`src/rtl/decode_stage.sv`:
```
// Decode stage: register file read, load-use hazard detection and
// the registered decoded bundle handed to execute.
module decode_stage #(
  parameter int ADDR_W  = 9,
  parameter int BLOCK_W = 16,
  parameter int NREG    = 8
) (
  input  logic                      rst,
  input  logic                      clk,
  input  logic [ADDR_W+BLOCK_W-1:0] inst_in,
  input  logic                      flush,
  input  logic                      stall_in,
  input  logic                      wb_en,
  input  logic [2:0]                wb_addr,
  input  logic [BLOCK_W-1:0]        wb_data,
  output logic                      stall_out,
  output logic                      d_valid,
  output logic [ADDR_W-1:0]         d_pc,
  output logic [3:0]                d_op,
  output logic [2:0]                d_rd,
  output logic [2:0]                d_s_idx,
  output logic [2:0]                d_t_idx,
  output logic [BLOCK_W-1:0]        d_s_val,
  output logic [BLOCK_W-1:0]        d_t_val,
  output logic [BLOCK_W-1:0]        d_imm,
  output logic                      d_illegal
);

  localparam logic [3:0] OP_ADDI = 4'd5;
  localparam logic [3:0] OP_LD   = 4'd6;
  localparam logic [3:0] OP_ST   = 4'd7;
  localparam logic [3:0] OP_BEQ  = 4'd8;
  localparam logic [3:0] OP_JMP  = 4'd9;

  typedef struct packed {
    logic               valid;
    logic [ADDR_W-1:0]  pc;
    logic [3:0]         op;
    logic [2:0]         rd;
    logic [2:0]         s_idx;
    logic [2:0]         t_idx;
    logic [BLOCK_W-1:0] s_val;
    logic [BLOCK_W-1:0] t_val;
    logic [BLOCK_W-1:0] imm;
    logic               illegal;
  } bundle_t;

  logic [BLOCK_W-1:0] regs_q [NREG];
  bundle_t            bun_q, bun_d, dec;

  logic [15:0]        ins;
  logic [3:0]         op;
  logic               is_alu, is_addi, is_ld, is_mem_br;
  logic               is_jmp, is_ill;
  logic               wb_hit, hz;

  assign ins       = inst_in[15:0];
  assign op        = ins[15:12];
  assign wb_hit    = wb_en && (wb_addr != 3'd0);
  assign is_alu    = (op >= 4'd1) && (op <= 4'd4);
  assign is_addi   = (op == OP_ADDI);
  assign is_ld     = (op == OP_LD);
  assign is_mem_br = (op == OP_ST) || (op == OP_BEQ);
  assign is_jmp    = (op == OP_JMP);
  assign is_ill    = (op >= 4'd10);

  always_comb begin
    dec       = '0;
    dec.valid = (inst_in != '0);
    if (dec.valid) begin
      dec.pc = inst_in[ADDR_W+BLOCK_W-1:BLOCK_W];
      unique case (1'b1)
        is_alu: begin
          dec.op    = op;
          dec.rd    = ins[11:9];
          dec.s_idx = ins[8:6];
          dec.t_idx = ins[5:3];
        end
        is_addi, is_ld: begin
          dec.op    = op;
          dec.rd    = ins[11:9];
          dec.s_idx = ins[8:6];
          dec.imm   = {{(BLOCK_W-6){ins[5]}}, ins[5:0]};
        end
        is_mem_br: begin
          dec.op    = op;
          dec.s_idx = ins[8:6];
          dec.t_idx = ins[11:9];
          dec.imm   = {{(BLOCK_W-6){ins[5]}}, ins[5:0]};
        end
        is_jmp: begin
          dec.op  = op;
          dec.imm = {{(BLOCK_W-12){1'b0}}, ins[11:0]};
        end
        is_ill: dec.illegal = 1'b1;
        default: dec.op = 4'd0;
      endcase
    end
    // write-through so a same-cycle writeback is never missed
    if (dec.s_idx != 3'd0)
      dec.s_val = (wb_en && wb_addr == dec.s_idx) ?
                  wb_data : regs_q[dec.s_idx];
    if (dec.t_idx != 3'd0)
      dec.t_val = (wb_en && wb_addr == dec.t_idx) ?
                  wb_data : regs_q[dec.t_idx];
  end

  assign hz = bun_q.valid && (bun_q.op == OP_LD) &&
              (bun_q.rd != 3'd0) &&
              ((dec.s_idx == bun_q.rd) ||
               (dec.t_idx == bun_q.rd));

  assign stall_out = rst && !flush && (hz || stall_in);

  always_comb begin
    bun_d = bun_q;
    if (flush) begin
      bun_d = '0;
    end else if (stall_in) begin
      if (wb_hit && wb_addr == bun_q.s_idx) bun_d.s_val = wb_data;
      if (wb_hit && wb_addr == bun_q.t_idx) bun_d.t_val = wb_data;
    end else if (hz) begin
      bun_d = '0;
    end else begin
      bun_d = dec;
    end
  end

  always_ff @(posedge clk or negedge rst) begin
    if (!rst) begin
      bun_q <= '0;
    end else begin
      bun_q <= bun_d;
    end
  end

  always_ff @(posedge clk or negedge rst) begin
    if (!rst) begin
      for (int i = 0; i < NREG; i++) regs_q[i] <= '0;
    end else if (wb_hit) begin
      regs_q[wb_addr] <= wb_data;
    end
  end

  assign d_valid   = bun_q.valid;
  assign d_pc      = bun_q.pc;
  assign d_op      = bun_q.op;
  assign d_rd      = bun_q.rd;
  assign d_s_idx   = bun_q.s_idx;
  assign d_t_idx   = bun_q.t_idx;
  assign d_s_val   = bun_q.s_val;
  assign d_t_val   = bun_q.t_val;
  assign d_imm     = bun_q.imm;
  assign d_illegal = bun_q.illegal;

endmodule
```
`config.mk`:
```
export PLATFORM = sky130hd
export DESIGN_NAME = decode_stage
export DESIGN_NICKNAME = d
export VERILOG_FILES = /design/src/rtl/decode_stage.sv
export SDC_FILE = /design/constraint.sdc
export NUM_CORES = 1
export LEC_CHECK = 0
export ABC_CLOCK_PERIOD_IN_PS = 6750
export CAP_MARGIN = 20
export CORE_MARGIN = 2
export CORE_UTILIZATION = 50
export CTS_BUF_LIST = sky130_fd_sc_hd__clkbuf_8
export DETAILED_ROUTE_END_ITERATION = 8
export GPL_ROUTABILITY_DRIVEN = 0
export PLACE_DENSITY = 0.72
export SKIP_CTS_REPAIR_TIMING = 1
export SLEW_MARGIN = 40
export SYNTH_ARGS = -nofsm -noshare
export SYNTH_HDL_FRONTEND = slang
export SYNTH_SLANG_ARGS = --single-unit
```
`constraint.sdc`:
```
create_clock -name clk -period 6.75 [get_ports clk]
set_clock_uncertainty 0.2 [all_clocks]
set_input_delay 2.025 -clock clk [delete_from_list [all_inputs] [get_ports clk]]
set_output_delay 2.025 -clock clk [all_outputs]
set_load 0.02 [all_outputs]
```
### Word level (Yosys, flattened, before mapping)

Index checks and enable logic that the tools add are counted.

* register bits after elaboration: 200
* input bits: 49
* output and inout bits: 73
* logic and storage cells: 96

* order comparisons: 7
* eq/ne operators: 15
* mux-type cells: 28
* bitwise gates (word level): 3
* reductions and logical operators: 25

Operators with widths (count)
* $mux 16: 11
* $mux 72: 2
* $bwmux 128: 1
* $bmux 16 s3: 2
* $demux 16 s3: 1
* $mux 17: 2
* $mux 32: 1
* $pmux 16 s2: 1
* $reduce_bool 25->1: 1
* $mux 23: 1
* $mux 22: 1
* $eq 3x3->1: 6
* $eq 4x3->1 const B: 4
* $ge 4x4->1 const B: 4
* $logic_and 1x1->1: 12
* $not 3->4: 3
* $reduce_bool 3->1: 4
* $eq 4x4->1 const B: 2
* $mux 3: 2
* $ne 3x2->1 const B: 2
* $pmux 3 s2: 1
* $reduce_or 3->1: 2
* $reduce_or 5->1: 1
* $ge 4x1->1 const B: 1
* other kinds (8): 10

### Logic depth before layout (Yosys ltp)

Gate-level depths: netlist of the first run.

* depth in word-level cells: 14
* depth in mapped cells: 11
* gate-level depth less buffers: 7

### Worst setup path after synthesis of the first run

No wires, ideal clock.

* path kind: input -> output
* from: input inst_in[12]
* to: output stall_out
* arrival: 3.978 ns
* data required time: 4.525 ns
* slack: 0.547 ns
* stages: 9
* cell sequence: buf_2 > and4b_1 > o21a_1 > or3_1 > a221oi_1 > o2111ai_2 > nand2b_1 > buf_2 > o211a_1

* longest elaborated chain between the ends: 10
* elaborated cells on any way between the ends: 19
* classes of those cells: 2 x order compare; 6 x eq/ne; 3 x mux; 8 x reduce/logical

RTL lines
* start: declaration: line 10 `input logic [ADDR_W+BLOCK_W-1:0] inst_in,`
* $ge 4x1->1, or another cell as far along: line 60 `assign is_alu = (op >= 4'd1) && (op <= 4'd4);`
* $logic_and 1x1->1 / $logic_or 1x1->1 (equally long branches): line 60, 63
* $reduce_or 4->1 (no line)
* $mux 3: line 72 `unique case (1'b1)`
* $mux 22 *: line 70 `if (dec.valid) begin`
* $eq 3x3->1: line 110 `((dec.s_idx == bun_q.rd) ||`
* $logic_or 1x1->1 *: line 110
* $logic_and 1x1->1 *: line 109 `(bun_q.rd != 3'd0) &&`
* $logic_or 1x1->1 *: line 113 `assign stall_out = rst && !flush && (hz || stall_in);`
* $logic_and 1x1->1 *: line 113
* end: declaration: line 16 `output logic stall_out,`

Mark *: on every way between the ends. The rest lies on a longest branch, timed or not.

### Final worst setup path of the first run

* from: input inst_in[14]
* to: output stall_out

Same word-level chain as after synthesis.

==> results.tsv, run 1 <==
stage	metric	value	unit
grt	grt_usage	28.0	%
floorplan	dieArea	22600	um2
yosys	syn_inst	938	
detailed_routing	dr.pass1.iters	5	
layout	drive_gt1_share	24.0	%
outcome	outcome	completed	
clock_tree	cts.sinks	197	
grt	grt_pass1_vias	8254	
worst_setup_path	reg2reg_from	d_rd[2]$_DFFE_PN0P_	
layout	instances_no_fill	1308	
yosys	synth_edf_count	0	
grt	grt_start_max_net_pins	89	
sta	period_minus_slack	6.59	ns
run	max_cap_viols	0	
floorplan	die-width	150	um
sta	achievable-frequency	0.152	GHz
sta	timing.hold.ws	0.211	ns
clock_tree	root_buffer	clkbuf_8	
clock_tree	ctsLongestPathBuffers	2	
yosys	synth.ff_latch_count	197	
detailed_routing	vias_per_instance	6.39	
yosys	yosysSeqAreaShare	46.0	%
yosys	ffs_w_async_s_r_synth	100	%
placement	post_dp_cell_area	12300	um2
floorplan	die_h	150	um
grt	gr-total-overflow	0	
clock_tree	htree_levels	4	
worst_setup_path	cell_depth_of_the_worst_flop_to_flop_path	8	
layout	finish.instance_area	12700	um2
worst_hold_path	hold_path_class	reg -> reg	
detailed_routing	wl_per_cell	23.5	um
yosys	ys_dominant_reg_cell	dfrtp_1	
layout	fin_nets	1069	
yosys	yosysWarningCount	0	
worst_setup_path	worstPathArrival	4.37	ns
detailed_routing	drt_drc_violations_left	0	
sta	slew_of_the_pin_with_the_lowest_slew_margin	0.856	ns
floorplan	floorplan.initialDensity	51.0	%
clock_tree	cts_tree	done	
pwr	leakage	5.37	nW
layout	num-fill-cells	1706	
worst_setup_path	worst_setup_path_end_kind	output pin	
sta	timing.final.hold_violations	0	
yosys	synth_fp_nets	987	
layout	multi_input_comb_area	5370	um2
worst_setup_path	regToRegSetupSlack	3.97	ns
yosys	synth.distinct_cells	62	
placement	dpl.cell_count	1276	
yosys	synth.avg_cell_area	11.4	um2
placement	portBuffers	121	
detailed_routing	drt_iter0_drc	691	
worst_setup_path	startpoint_type	input port	
floorplan	num_io_pins	122	
detailed_routing	final_antenna_violating_net_count	0	
layout	areaGrowthSynthToFinish	18.6	%
detailed_routing	detailroute.via_count	8364	
sta	worst_relative_slew_slack	42.9	%
worst_setup_path	worstReg2RegEnd	d_imm[3]$_DFFE_PN0P_	
worst_setup_path	required	4.53	ns
clock_tree	clk_transition_reported_paths	0.09	ns
worst_hold_path	timing.hold.worst.start	regs_q[112]$_DFFE_PN0P_	
placement	dpl.hpwl	19300	um
worst_setup_path	worstPathMaxFanout	8	
layout	register_area	4930	um2
worst_setup_path	critical_path.startpoint	inst_in[14]	
clock_tree	source_to_sink_clock_delay_at_the_later_pin_of_the_worst_skew_pair	0.49	ns
sta	drv_slew	0	
detailed_routing	routed_wl	30800	um
sta	setup_repair_after_global_routing_missed_its_margin	false	
floorplan	row_count	53	
pwr	vdd_ir_drop_max	0.149	mV
sta	final.period_utilization	97.7	%
clock_tree	cts-buffers-inserted	17	
pwr	power_per_cell_area	239	nW/um2
worst_setup_path	timing.setup.critical_path_class	in -> out	
yosys	synthesis.area	10700	um2
grt	first_pass_grt_wire_length	47900	um
floorplan	design.core.area	21000	um2
sta	finalSetupViolations	0	
layout	diodes	0	
worst_setup_path	critical_path.endpoint	stall_out	
grt	initial_antenna_violation_count	0	
sta	fin_tns_setup	0	ns
-- worst max-delay path, cell delays in order --
cell	delay, ns
clkdlybuf4s50_1	0.62
o21ba_2	0.22
o21a_1	0.18
or3_1	0.31
a221oi_1	0.32
o2111ai_2	0.15
nand2b_1	0.15
o211a_1	0.16
dlymetal6s2s_1	0.23
-- per-stage QoR --
| stage | utilization [%] | total power [mW] | setup WS, ns |
|---|---|---|---|
| 4_1_cts | 60.4 | 3.05 | -0.234 |
| 3_3_place_gp | 58.2 | 2.21 | -0.192 |
| 5_1_grt | 60.4 | 3.19 | 0.00115 |
| 6_report | 60.4 | 3.04 | 0.158 |
| 3_5_place_dp | 58.4 | 2.24 | -0.219 |
| 2_1_floorplan | - | 1.96 | 0.547 |
-- cells in the mapped netlist, types with 4 or more instances --
cell         n  area [um2]
nor4_1      13        81.3
a311oi_1     6        52.6
buf_2       19        95.1
mux2_2     133        1500
xor2_1      12         105
o21ai_1      4        20.0
nor2b_1     13        81.3
clkbuf_1    59         221
buf_1       21        78.8
nor3_1       5        25.0
a21o_1      23         173
o22ai_1     26         163
a21oi_1     16        80.1
nor2_1      23        86.3
a22o_1      22         193
mux4_2      15         338
buf_4        7        52.6
nand3_1      4        20.0
nand4b_1     4        35.0
dfrtp_1    197        4930
o21ai_0     19        95.1
o31ai_1     15         113
a31o_1      14         123
nand4_1      4        25.0
a2111oi_0    7        61.3
mux2i_1     86         861
inv_1        5        18.8
a221oi_1    11        96.3
a31oi_1      6        37.5
a211oi_1    14         105
a32o_1      12         120
nand2_1     76         285
-- report_power, final --
part           switching, mW  total (mW)  internal, mW
clock                  0.429       0.813         0.384
sequential             0.134        1.49          1.36
combinational          0.355       0.738         0.382
-- cells in the final DEF, fill, tap and decap left out, drive strengths merged, types with 8 or more instances in the layout --
cell type | netlist | final
a32o | 12 | 12
inv | 5 | 8
nor4 | 13 | 13
a21o | 23 | 23
clkbuf | 59 | 20
nand2 | 77 | 77
o22ai | 26 | 26
dfrtp | 197 | 197
a21oi | 16 | 16
mux2i | 86 | 86
nor2b | 13 | 13
o21ai | 23 | 23
buf | 49 | 50
a22o | 22 | 22
xor2 | 12 | 12
o31ai | 15 | 15
mux4 | 15 | 15
nor2 | 23 | 23
clkdlybuf4s50 | 0 | 119
mux2 | 133 | 133
a211oi | 14 | 14
a31o | 14 | 14
a221oi | 11 | 11
-- sequential cells by signal, indices dropped and copies added, names as in the netlist --
signal,flops
regs_q,128
d_s_val,16
d_t_val,16
d_imm,13
d_pc,9
d_op,4
d_rd,3
d_s_idx,3
d_t_idx,3
d_illegal,1
d_valid,1
-- kinds of logic after synthesis --
logic type                share of synthesized area (%)
muxes                                              25.2
AOI/OAI and AO/OA                                  14.8
DFF                                                46.0
and+or+nand+nor                                    8.42
buffers and inverters                              4.57
xor gates and xnor gates                           1.06
-- metal layers --
layer  track usage (%)  up-vias  share of wire, %
met4              8.02        0               2.0
met1              39.5     4230                44
met2              44.2      405                46
li1                  -     3680                 -
met3              5.45       49               8.1
met5                 0        -                 0
-- how the worst min path moves through the flow --
stage / to / slack (ns) / cells past startpoint
after global placement: regs_q[119]$_DFFE_PN0P_ / 0.19 / 0
after CTS: regs_q[127]$_DFFE_PN0P_ / 0.21 / 0
after detailed placement: regs_q[127]$_DFFE_PN0P_ / 0.19 / 0
after floorplan: regs_q[112]$_DFFE_PN0P_ / 0.25 / 1
after global routing: regs_q[119]$_DFFE_PN0P_ / 0.23 / 0
final: regs_q[112]$_DFFE_PN0P_ / 0.21 / 0
-- layout make-up --
cell class	count	area share (%)
Sequential cell	197	38.8
Timing Repair Buffer	171	12.8
Multi-Input combinational cell	628	42.2
Clock buffer	19	2.06
Clock inverter	13	1.23
Inverter	5	0.148
Tap cell	275	2.71
(Power assumes the default switching activity.)
==> inputs of run 2 (changes only) <==
- CORE_ASPECT_RATIO: default -> 0.7
- CORE_MARGIN: 2 -> default
- CORE_UTILIZATION: 50 -> 45
- PLACE_DENSITY: 0.72 -> 0.66
==> results.tsv, run 2 (synthesis gave the netlist of run 1 again) <==
stage	metric	value	unit	change
sta	timing.hold.ws	0.208	ns	was 0.211 ns
pwr	power_per_cell_area	237	nW/um2	was 239 nW/um2
floorplan	row_count	46		was 53
layout	layout_commonest_cell	dfrtp_1		unchanged
floorplan	dieArea	24400	um2	was 22,600 um2
grt	grt_start_max_net_pins	75		was 89
run	max_cap_viols	0		unchanged
pwr	vdd_ir_drop_max	0.150	mV	was 0.149 mV
layout	most-common-layout-cells	dfrtp_1, mux2_2, clkdlybuf4s50_1, mux2i_1, nand2_1		unchanged
grt	initial_antenna_violation_count	0		unchanged
layout	drive_gt1_share	24.3	%	was 24.0%
floorplan	floorplan.initialDensity	46.5	%	was 51.0%
layout	num-fill-cells	2019		was 1,706
placement	post_dp_cell_area	12300	um2	about the same
worst_setup_path	cp_slowest_cell	or4_4		was clkdlybuf4s50_1
worst_setup_path	worstPathArrival	4.38	ns	was 4.37 ns
pwr	leakage	5.36	nW	was 5.37 nW
detailed_routing	drt_drc_violations_left	0		unchanged
floorplan	die-width	186	um	was 150 um
worst_setup_path	worstPathMaxFanout	8		unchanged
detailed_routing	vias_per_instance	6.16		was 6.39
sta	final.period_utilization	97.9	%	was 97.7%
grt	gr-total-overflow	0		unchanged
clock_tree	cts_tree	done		unchanged
detailed_routing	dr.pass1.iters	5		unchanged
sta	slew_of_the_pin_with_the_lowest_slew_margin	0.935	ns	was 0.856 ns
clock_tree	ctsLongestPathBuffers	2		unchanged
clock_tree	root_buffer	clkbuf_8		unchanged
sta	setup_repair_after_global_routing_missed_its_margin	false		unchanged
clock_tree	htree_levels	4		unchanged
floorplan	die_h	131	um	was 150 um
sta	fin_tns_setup	0	ns	unchanged
layout	finish.instance_area	12700	um2	unchanged
sta	period_minus_slack	6.61	ns	was 6.59 ns
grt	grt_usage	27.1	%	was 28.0%
sta	worst_relative_slew_slack	37.1	%	was 42.9%
floorplan	num_io_pins	122		unchanged
layout	final_core_utilization	55.2	%	was 60.4%
detailed_routing	routed_wl	32100	um	was 30,800 um
worst_setup_path	cp_cell_sequence	clkdlybuf4s50_1 > or4_4 > and2_1 > a22o_1 > and4_1 > nand2b_1 > o211a_1 > dlymetal6s2s_1		was clkdlybuf4s50_1 > o21ba_2 > o21a_1 > or3_1 > a221oi_1 > o2111ai_2 > nand2b_1 > o211a_1 > dlymetal6s2s_1
detailed_routing	drt_iter0_drc	841		was 691
layout	fin_nets	1071		was 1,069
clock_tree	cts-buffers-inserted	17		unchanged
placement	dpl.hpwl	20300	um	was 19,300 um
layout	areaGrowthSynthToFinish	18.6	%	unchanged
layout	largest_register	regs_q		unchanged
clock_tree	source_to_sink_clock_delay_at_the_later_pin_of_the_worst_skew_pair	0.50	ns	was 0.49 ns
sta	finalSetupViolations	0		unchanged
layout	diodes	0		unchanged
sta	achievable-frequency	0.151	GHz	was 0.152 GHz
clock_tree	clk_transition_reported_paths	0.10	ns	was 0.09 ns
grt	first_pass_grt_wire_length	49400	um	was 47,900 um
sta	drv_slew	0		unchanged
layout	number_of_flip_flops_in_the_largest_register	128		unchanged
detailed_routing	final_antenna_violating_net_count	0		unchanged
worst_hold_path	hold_path_class	reg -> reg		unchanged
worst_setup_path	startpoint_type	input port		unchanged
detailed_routing	detailroute.via_count	8299		was 8,364
sta	timing.final.hold_violations	0		unchanged
detailed_routing	wl_per_cell	23.8	um	was 23.5 um
floorplan	design.core.area	23000	um2	was 21,000 um2
clock_tree	cts.sinks	197		unchanged
worst_setup_path	worst_setup_path_end_kind	output pin		unchanged
outcome	outcome	completed		unchanged
placement	portBuffers	121		unchanged
grt	grt_pass1_vias	8042		was 8,254
worst_setup_path	required	4.53	ns	about the same
worst_setup_path	slowest_delay	0.61	ns	was 0.62 ns
worst_setup_path	timing.setup.critical_path_class	in -> out		unchanged
[run 2: changes by cell type in the layout (fill, tap and decap cells not counted), moves of 2 or more]
cell	delta
bufinv_16	-2
inv_6	+2
inv_8	+3
clkinv_4	+2
clkinv_2	-2
buf_4	+3
[run 2: path summary, 6_finish.rpt]
| check | start | to | slack, ns | cells after the start |
|---|---|---|---|---|
| setup / recovery | inst_in[13] | stall_out | 0.14 | 8 |
| max in group asynchronous | rst | regs_q[111]$_DFFE_PN0P_ | 3.53 | 3 |
| hold reg to reg | regs_q[117]$_DFFE_PN0P_ | regs_q[117]$_DFFE_PN0P_ | 0.21 | 0 |
| hold / removal | regs_q[117]$_DFFE_PN0P_ | regs_q[117]$_DFFE_PN0P_ | 0.21 | 0 |
| setup reg to reg | d_rd[2]$_DFFE_PN0P_ | d_op[0]$_DFFE_PN0P_ | 3.80 | 8 |
| min in group asynchronous | rst | d_imm[8]$_DFFE_PN0P_ | 1.19 | 1 |
[run 2: final cells by class]
| cell class | instances | area [um2] | area share, % |
|---|---|---|---|
| clock buffer | 18 | 248 | 1.95 |
| inverter | 5 | 18.8 | 0.148 |
| tap | 312 | 390 | 3.07 |
| sequential | 197 | 4930 | 38.8 |
| multi-input combinational | 628 | 5370 | 42.2 |
| clock inverter | 14 | 144 | 1.13 |
| timing repair buffer | 173 | 1610 | 12.6 |
[run 2: worst max-delay path, delay by kind of cell]
kind	cells	cell delay, ns
AND/OR/NAND/NOR	4	1.16
AO/OA/AOI/OAI	2	0.46
buffers and inverters	2	0.75
[run 2: metrics by stage]
step / std cells / setup slack (ns) / power (mW)
5_1_grt: 1347 / 0.0515 / 3.14
3_3_place_gp: 1315 / -0.183 / 2.22
2_1_floorplan: 938 / 0.547 / 1.96
4_1_cts: 1347 / -0.247 / 3.01
6_report: 1347 / 0.140 / 3.01
3_5_place_dp: 1315 / -0.217 / 2.24
[run 2: power by group]
group	switching [mW]	total (mW)	internal, mW
Sequential	0.131	1.49	1.36
Clock	0.467	0.780	0.314
Combinational	0.357	0.738	0.381
[run 2: layer usage]
layer / routed length (um) / GRT usage [%] / share of wire (%)
met4: 503 / 7.58 / 1.6
met3: 2170 / 6.18 / 6.7
met5: 0 / 0 / 0
met1: 15900 / 41.5 / 50
met2: 13500 / 37.8 / 42
==> inputs of run 3 (changes only) <==
- CORE_UTILIZATION: 45 -> 35
- PLACE_DENSITY: 0.66 -> default
==> results.tsv, run 3 (synthesis gave the netlist of run 1 again) <==
stage	metric	value	unit	change
grt	grt_start_max_net_pins	75		unchanged
worst_hold_path	hold_path_class	reg -> reg		unchanged
detailed_routing	wl_per_cell	22.2	um	was 23.8 um
worst_setup_path	critical_path.endpoint	stall_out		unchanged
floorplan	row_count	53		was 46
sta	period_minus_slack	6.58	ns	was 6.61 ns
sta	setup_repair_after_global_routing_missed_its_margin	false		unchanged
pwr	leakage	5.37	nW	was 5.36 nW
worst_setup_path	required	4.53	ns	about the same
worst_setup_path	worstReg2RegEnd	d_s_val[9]$_DFFE_PN0P_		was d_op[0]$_DFFE_PN0P_
worst_setup_path	worst_setup_path_end_kind	output pin		unchanged
sta	slew_of_the_pin_with_the_lowest_slew_margin	0.850	ns	was 0.935 ns
clock_tree	source_to_sink_clock_delay_at_the_later_pin_of_the_worst_skew_pair	0.50	ns	about the same
detailed_routing	vias_per_instance	5.62		was 6.16
detailed_routing	drt_iter0_drc	539		was 841
worst_setup_path	cell_depth_of_the_worst_flop_to_flop_path	6		was 8
layout	fin_nets	1072		was 1,071
layout	layout_commonest_cell	dfrtp_1		unchanged
clock_tree	clk_transition_reported_paths	0.10	ns	about the same
worst_setup_path	worstPathMaxFanout	5		was 8
sta	final.period_utilization	97.5	%	was 97.9%
layout	largest_register	regs_q		unchanged
layout	number_of_flip_flops_in_the_largest_register	128		unchanged
run	max_cap_viols	0		unchanged
sta	fin_tns_setup	0	ns	unchanged
worst_setup_path	startpoint_type	input port		unchanged
placement	dpl.hpwl	21300	um	was 20,300 um
detailed_routing	detailroute.via_count	8144		was 8,299
pwr	power_per_cell_area	234	nW/um2	was 237 nW/um2
worst_setup_path	timing.setup.critical_path_class	in -> out		unchanged
clock_tree	cts_tree	done		unchanged
pwr	vdd_ir_drop_max	0.123	mV	was 0.150 mV
layout	most-common-layout-cells	dfrtp_1, mux2_2, clkdlybuf4s50_1, mux2i_1, nand2_1		unchanged
placement	portBuffers	121		unchanged
sta	achievable-frequency	0.152	GHz	was 0.151 GHz
worst_setup_path	reg2reg_from	d_op[0]$_DFFE_PN0P_		was d_rd[2]$_DFFE_PN0P_
sta	timing.final.hold_violations	0		unchanged
layout	areaGrowthSynthToFinish	20.0	%	was 18.6%
clock_tree	htree_levels	4		unchanged
floorplan	die-width	211	um	was 186 um
clock_tree	ctsLongestPathBuffers	2		unchanged
detailed_routing	final_antenna_violating_net_count	0		unchanged
grt	grt_usage	21.0	%	was 27.1%
floorplan	die_h	148	um	was 131 um
clock_tree	cts-buffers-inserted	17		unchanged
sta	worst_relative_slew_slack	43.3	%	was 37.1%
floorplan	design.core.area	30000	um2	was 23,000 um2
clock_tree	root_buffer	clkbuf_8		unchanged
grt	first_pass_grt_wire_length	49700	um	was 49,400 um
layout	final_core_utilization	42.8	%	was 55.2%
detailed_routing	dr.pass1.iters	4		was 5
worst_setup_path	critical_path.startpoint	inst_in[14]		was inst_in[13]
layout	drive_gt1_share	24.7	%	was 24.3%
grt	grt_pass1_vias	8025		was 8,042
worst_setup_path	worstPathArrival	4.36	ns	was 4.38 ns
clock_tree	cts.sinks	197		unchanged
outcome	outcome	completed		unchanged
grt	gr-total-overflow	0		unchanged
floorplan	dieArea	31300	um2	was 24,400 um2
detailed_routing	drt_drc_violations_left	0		unchanged
pwr	finalPower	3.01	mW	about the same
floorplan	floorplan.initialDensity	35.7	%	was 46.5%
detailed_routing	routed_wl	32100	um	about the same
floorplan	num_io_pins	122		unchanged
grt	initial_antenna_violation_count	1		was 0
sta	drv_slew	0		unchanged
sta	finalSetupViolations	0		unchanged
worst_setup_path	regToRegSetupSlack	4.15	ns	was 3.80 ns
-- run 3: worst max-delay path: stages --
cell             delay [ns]
clkdlybuf4s50_1        0.48
buf_4                  0.17
or4_4                  0.49
and2_1                 0.19
a22o_1                 0.20
and4_1                 0.17
nand2b_1               0.15
o211a_1                0.29
clkbuf_2               0.18
-- run 3: final cells by class --
| class | instances | area (um2) |
|---|---|---|
| flip-flops and latches | 197 | 4930 |
| clock inverters | 14 | 159 |
| fillers | 2824 | 17200 |
| diodes | 1 | 2.50 |
| repair buffers | 174 | 1620 |
| well taps | 412 | 515 |
| inverters | 5 | 18.8 |
| multi-input cells | 628 | 5380 |
| clock buffers | 17 | 234 |
-- run 3: worst min path at each step --
stage                                  from                      end  slack, ns  cells past startpoint
floorplan           regs_q[112]$_DFFE_PN0P_  regs_q[112]$_DFFE_PN0P_       0.25                      1
global placement    regs_q[112]$_DFFE_PN0P_  regs_q[112]$_DFFE_PN0P_       0.19                      0
detailed placement  regs_q[113]$_DFFE_PN0P_  regs_q[113]$_DFFE_PN0P_       0.19                      0
CTS                 regs_q[115]$_DFFE_PN0P_  regs_q[115]$_DFFE_PN0P_       0.21                      0
global route        regs_q[114]$_DFFE_PN0P_  regs_q[114]$_DFFE_PN0P_       0.22                      0
finish              regs_q[115]$_DFFE_PN0P_  regs_q[115]$_DFFE_PN0P_       0.21                      0
-- run 3: metrics by stage --
stage	hold WS [ns]	instance area [um2]	worst slack [ns]	instances
after global placement	0.190	12400	-0.328	1415
after CTS	0.214	12800	-0.354	1446
after global routing	0.224	12900	0.0672	1448
after detailed placement	0.189	12400	-0.349	1415
final	0.214	12900	0.166	1448
after floorplan	0.249	10700	0.547	938
-- run 3: power by group --
| group | internal [mW] | switching, mW | total, mW |
|---|---|---|---|
| clock network | 0.308 | 0.473 | 0.782 |
| logic | 0.381 | 0.359 | 0.740 |
| registers | 1.36 | 0.133 | 1.49 |
| total | 2.05 | 0.965 | 3.01 |
-- run 3: layer usage --
| layer | up-vias | routed length [um] | global-route usage [%] | share of wire [%] |
|---|---|---|---|---|
| met4 | 0 | 692 | 6.20 | 2.2 |
| li1 | 3697 | - | - | - |
| met5 | - | 0 | 0 | 0 |
| met1 | 4171 | 15300 | 30.0 | 48 |
| met2 | 233 | 14500 | 32.1 | 45 |
| met3 | 43 | 1570 | 4.03 | 4.9 |
